**src/rtl/core_pkg.sv**
```systemverilog
`default_nettype none
// ============================================================================
// Module   : core_pkg
// Brief    : Shared core constants and pipeline-boundary record types.
// Revision : 1.0
// ============================================================================
package core_pkg;

    localparam logic [31:0] c_RESET_PC  = 32'h0000_0000;
    localparam logic [31:0] c_NOP_INSTR = 32'h0000_0013;   // addi x0,x0,0

    typedef struct packed {
        logic [31:0] instr;
        logic [31:0] pc;
        logic [31:0] pc_plus4;
        logic        valid;
    } if_id_t;

    typedef struct packed {
        logic [31:0] instr;
        logic [31:0] pc;
        logic        full;
    } skid_t;

endpackage
`default_nettype wire

```
**src/rtl/fetch_skid.sv**
```systemverilog
`default_nettype none
// ============================================================================
// Module   : fetch_skid
// Brief    : One-entry buffer holding a ROM response that arrived while decode stalled.
// Revision : 1.0
// ============================================================================
module fetch_skid
    import core_pkg::*;
(
    input  logic        clk,
    input  logic        rst,
    input  logic        i_flush,
    input  logic        i_capture,
    input  logic        i_drain,
    input  logic [31:0] i_instr,
    input  logic [31:0] i_pc,
    output skid_t       o_skid
);

    skid_t r_skid;

    always_ff @(posedge clk) begin
        if (rst || i_flush) begin
            r_skid <= '0;
        end else if (i_capture) begin
            r_skid <= '{instr: i_instr, pc: i_pc, full: 1'b1};
        end else if (i_drain) begin
            r_skid.full <= 1'b0;
        end
    end

    assign o_skid = r_skid;

endmodule
`default_nettype wire

```
**src/rtl/fetch_stage.sv**
```systemverilog
`default_nettype none
// ============================================================================
// Module   : fetch_stage
// Brief    : Fetch PC, synchronous ROM issue and IF/ID register with stall/redirect.
// Revision : 1.0
// ============================================================================
module fetch_stage
    import core_pkg::*;
#(
    parameter logic [31:0] RESET_PC  = c_RESET_PC,
    parameter logic [31:0] NOP_INSTR = c_NOP_INSTR
) (
    input  logic        clk,
    input  logic        rst,
    input  logic        StallD,
    input  logic        Redirect,
    input  logic [31:0] RedirectTarget,
    output logic        ImemEn,
    output logic [31:0] ImemAddr,
    input  logic [31:0] ImemRData,
    output logic [31:0] InstrD,
    output logic [31:0] PCD,
    output logic [31:0] PCPlus4D,
    output logic        ValidD
);

    logic [31:0] r_pcf;
    logic [31:0] r_pend_pc;
    logic        r_pending;
    if_id_t      r_ifid;
    skid_t       w_skid;

    logic        w_issue;
    logic        w_capture;
    logic        w_drain;
    logic [31:0] w_redirect_pc;

    assign w_issue       = !rst && !StallD && !Redirect;
    assign w_capture     = StallD && !Redirect && r_pending;
    assign w_drain       = !StallD && !Redirect && w_skid.full;
    assign w_redirect_pc = RedirectTarget & ~32'h0000_0003;

    fetch_skid u_skid (
        .clk       (clk),
        .rst       (rst),
        .i_flush   (Redirect),
        .i_capture (w_capture),
        .i_drain   (w_drain),
        .i_instr   (ImemRData),
        .i_pc      (r_pend_pc),
        .o_skid    (w_skid)
    );

    // A redirect drops whatever response is in flight; pending clears because no issue happens.
    always_ff @(posedge clk) begin
        if (rst) begin
            r_pcf     <= RESET_PC;
            r_pend_pc <= '0;
            r_pending <= 1'b0;
            r_ifid    <= '{instr: NOP_INSTR, pc: 32'h0, pc_plus4: 32'h0, valid: 1'b0};
        end else begin
            r_pending <= w_issue;
            if (w_issue) begin
                r_pcf     <= r_pcf + 32'd4;
                r_pend_pc <= r_pcf;
            end

            if (Redirect) begin
                r_pcf        <= w_redirect_pc;
                r_ifid.valid <= 1'b0;
                r_ifid.instr <= NOP_INSTR;
            end else if (!StallD) begin
                if (w_skid.full) begin
                    r_ifid <= '{instr: w_skid.instr, pc: w_skid.pc,
                                pc_plus4: w_skid.pc + 32'd4, valid: 1'b1};
                end else if (r_pending) begin
                    r_ifid <= '{instr: ImemRData, pc: r_pend_pc,
                                pc_plus4: r_pend_pc + 32'd4, valid: 1'b1};
                end else begin
                    r_ifid.valid <= 1'b0;
                    r_ifid.instr <= NOP_INSTR;
                end
            end
        end
    end

    assign ImemEn   = w_issue;
    assign ImemAddr = r_pcf;
    assign InstrD   = r_ifid.instr;
    assign PCD      = r_ifid.pc;
    assign PCPlus4D = r_ifid.pc_plus4;
    assign ValidD   = r_ifid.valid;

endmodule
`default_nettype wire

```
**config.mk**
```make
export PLATFORM = sky130hd
export DESIGN_NAME = fetch_stage
export DESIGN_NICKNAME = d
export VERILOG_FILES = /design/src/rtl/core_pkg.sv /design/src/rtl/fetch_skid.sv /design/src/rtl/fetch_stage.sv
export SDC_FILE = /design/constraint.sdc
export NUM_CORES = 1
export LEC_CHECK = 0
export CORE_MARGIN = 8
export CORE_UTILIZATION = 52
export DETAILED_ROUTE_END_ITERATION = 10
export GPL_ROUTABILITY_DRIVEN = 0
export PLACE_DENSITY = 0.81
export SLEW_MARGIN = 20
export SYNTH_ARGS = -nofsm -noshare
export SYNTH_HDL_FRONTEND = slang
export SYNTH_SLANG_ARGS = --single-unit
```
**constraint.sdc**
```tcl
create_clock -name clk -period 3.5 [get_ports clk]
set_input_delay 0.875 -clock clk [delete_from_list [all_inputs] [get_ports clk]]
set_output_delay 0.875 -clock clk [all_outputs]
set_load 0.01 [all_outputs]
```
==> results.ini <==
[run_status]
status = finished, final reports clean

[critical_path]
start_kind = input port
crit_fanout = 2
critPathCaptureType = primary output
reg2reg_depth = 6
arrival_ps = 2330
r2r-start = u_skid.o_skid[0]
r2r_slack_ps = 860
cp_common_cell = clkdlybuf4s50_1
path_cells = clkdlybuf4s50_1 > or2_2 > nor2_1 > clkdlybuf4s50_1
regToRegEndpoint = PCPlus4D[31]
crit_required_ps = 2620
path_class = in -> out
max_stage_delay_ps = 580
cpMaxStageDelayCell = clkdlybuf4s50_1

[worst_hold_path]
worstHoldPathType = reg -> reg
min_to = u_skid.o_skid[36]
holdCritStartpoint = u_skid.o_skid[36]
hold_path_depth = 2

[die]
ioPinCount = 198
die_w_um = 153
rows = 50
die_area_um2 = 23300
initial_core_util_pct = 52.4
die_y_um = 153
core_area_um2 = 18500

[sta]
rsz0062_at_grt = false
min_period_ps = 3200
finalWorstSetupSlack_ps = 297
fin_skew_ps = 7.84
setup_viol = 0
finalSetupTns_ps = 0
final.period_utilization_pct = 91.5
maxSlewViolCount = 0
worst_pin_slew_ps = 859
slew_headroom_pct = 42.8
fmax_ghz = 0.312
final_hold_viol_count = 0

[final_layout]
final_cell_count_no_fill = 1593
fillers = 1555
syn_to_final_growth_pct = 28.0
layout-drive-gt1-share_pct = 7.43
nNetsFinal = 1416
num_antenna_cells = 0
final_cell_area_um2 = 12400

[clocking]
cts_root_buf = clkbuf_16
post_cts_buffers = 0
numClockSinks = 217
cts_resized = 0
clockBufferDepth = 3
cts_buffers = 22
cts_tree = done
cts_hold_buffers = 0
h-tree-depth = 1
clk_pin_slew_worst_paths_ps = 60
clock_latency_ps = 500

[power_and_ir_drop]
peakVddDrop_mv = 0.320
combPwrFrac_pct = 8.2
swShare_pct = 23.3
p_int_uw = 4030
p_sw_uw = 1220
pwr-share-seq_pct = 49.3
cellPowerDensity_nw_per_um2 = 423
leakagePower_uw = 0.00399
clockPowerShare_pct = 42.5

[grt]
grt_max_degree = 132
grt_pass1_vias = 8400
grt_usage_pct = 22.1
overflow = 0
grt_pass1_wl_um = 44000
antenna_found_initial = 0

[route]
wire_per_inst_um = 17.0
drt_wl_total_um = 27100
first_iter_violations = 771
vias_per_cell = 5.75
drc = 0
drt_pre_antenna_iters = 6
antenna_left = 0
vias = 9155

[synth]
syn_avg_cell_area_um2 = 8.07
ys_seq_area_share_pct = 44.8
synth-edff-count = 0
yosys_warnings = 0
yosysUniqueCellTypes = 58
synth_seq_cells = 217
synth.cell_area_um2 = 9700
syn-instance-count = 1202
async_reset_ff_share_pct = 0
synth_ff_type = dfxtp_1

[placement]
dp_slack_ps = 285
io_buffer_count = 189
dp.final_hpwl_um = 18500
placed_cells = 1556
dpl_cell_area_um2 = 11700

[job]
maxCapViolations = 0

==> cell usage after synthesis (5+ instances only) <==
master / instances / area, um2
nand2_1: 230 / 863
dfxtp_1: 217 / 4340
a21oi_1: 154 / 771
nor2_1: 109 / 409
clkbuf_1: 73 / 274
nand3_1: 44 / 220
nand3b_1: 42 / 315
a211oi_1: 31 / 233
mux2i_1: 30 / 300
o221a_2: 26 / 293
xnor2_1: 26 / 228
o21ai_0: 24 / 120
nor3_1: 21 / 105
nand4_1: 16 / 100
or3_1: 13 / 81.3
inv_1: 12 / 45.0
buf_1: 11 / 41.3
nand4b_1: 10 / 87.6
buf_2: 9 / 45.0
or4_1: 8 / 60.1
a22oi_1: 7 / 52.6
nor4_1: 7 / 43.8
buf_4: 6 / 45.0
and3_1: 5 / 31.3
mux2_2: 5 / 56.3
o22ai_1: 5 / 31.3
xor2_1: 5 / 43.8
==> cells by family (layout without fill, tap and decap cells) <==
| kind of cell | count (synthesis) | after routing | share of synthesized area (%) |
|---|---|---|---|
| AOI/OAI and AO/OA | 281 | 281 | 18.5 |
| other | 1 | 6 | 0.0387 |
| DFF | 217 | 217 | 44.8 |
| buffers and inverters | 112 | 264 | 4.70 |
| muxes | 35 | 35 | 3.68 |
| xor gates and xnor gates | 31 | 31 | 2.80 |
| and+or+nand+nor | 523 | 523 | 25.2 |
| adders and majority gates | 2 | 2 | 0.258 |
==> power by group through the flow <==
stage / clock network (uW) / registers (uW) / logic, uW
after global placement: 0 / 2640 / 426
after CTS: 2270 / 2590 / 433
final: 2230 / 2590 / 432
after floorplan: 0 / 2640 / 210
after global routing: 2370 / 2590 / 471
after detailed placement: 0 / 2640 / 430
==> state kept, by name, indices dropped and copies added, names as in the netlist <==
name	flops
ImemAddr	30
InstrD	32
PCD	30
PCPlus4D	30
ValidD	1
r_pend_pc	30
r_pending	1
u_skid.o_skid	63
==> layout by cell type, fill, tap and decap left out, drive strengths merged, types with 6 or more instances in the layout <==
cell,synthesis,final
buf,26,28
nand3b,42,42
or4,8,8
clkdlybuf4s50,0,187
o221a,26,26
nand4b,10,10
dfxtp,217,217
a21oi,154,154
xnor2,26,26
nand3,44,44
nand4,16,16
conb,1,6
o21ai,24,24
inv,12,12
mux2i,30,30
or3,14,14
a211oi,31,31
a22oi,8,8
nor3,21,21
clkbuf,74,36
nor4,7,7
nor2,109,109
nand2,230,230
==> worst max path at each step <==
stage / to / startpoint
3_3_place_gp: ImemEn / Redirect
4_1_cts: ImemEn / Redirect
3_5_place_dp: ImemEn / Redirect
2_1_floorplan: PCPlus4D[26] / u_skid.o_skid[0]
5_1_grt: ImemEn / Redirect
6_report: ImemEn / Redirect
==> critical path, delay by kind of cell <==
family,cells,cell delay (ps)
buffers and inverters,2,990
AND/OR/NAND/NOR,2,460
==> per-layer routing <==
layer | global-route usage, % | up-vias | part of all wire, %
met4 | 7.26 | 0 | 2.8
met3 | 4.06 | 56 | 7.4
met1 | 30.6 | 4245 | 46
met2 | 34.1 | 338 | 44
met5 | 0 | - | 0
li1 | - | 4516 | -
==> through the flow <==
step	power [uW]	util [%]	hold WS (ps)
finish	5250	67.0	454
global route	5440	67.0	471
CTS	5290	67.0	452
detailed placement	3070	63.4	446
global placement	3060	63.4	440
floorplan	2850	-	436
==> cell type report <==
cell class	count	area, um2	area share [%]
Multi-Input combinational cell	878	4940	39.8
Inverter	12	45.0	0.363
Clock buffer	36	674	5.43
Tap cell	234	293	2.36
Timing Repair Buffer	215	2100	17.0
Clock inverter	1	5.00	0.0403
Sequential cell	217	4350	35.0
(Power assumes the default switching activity.)
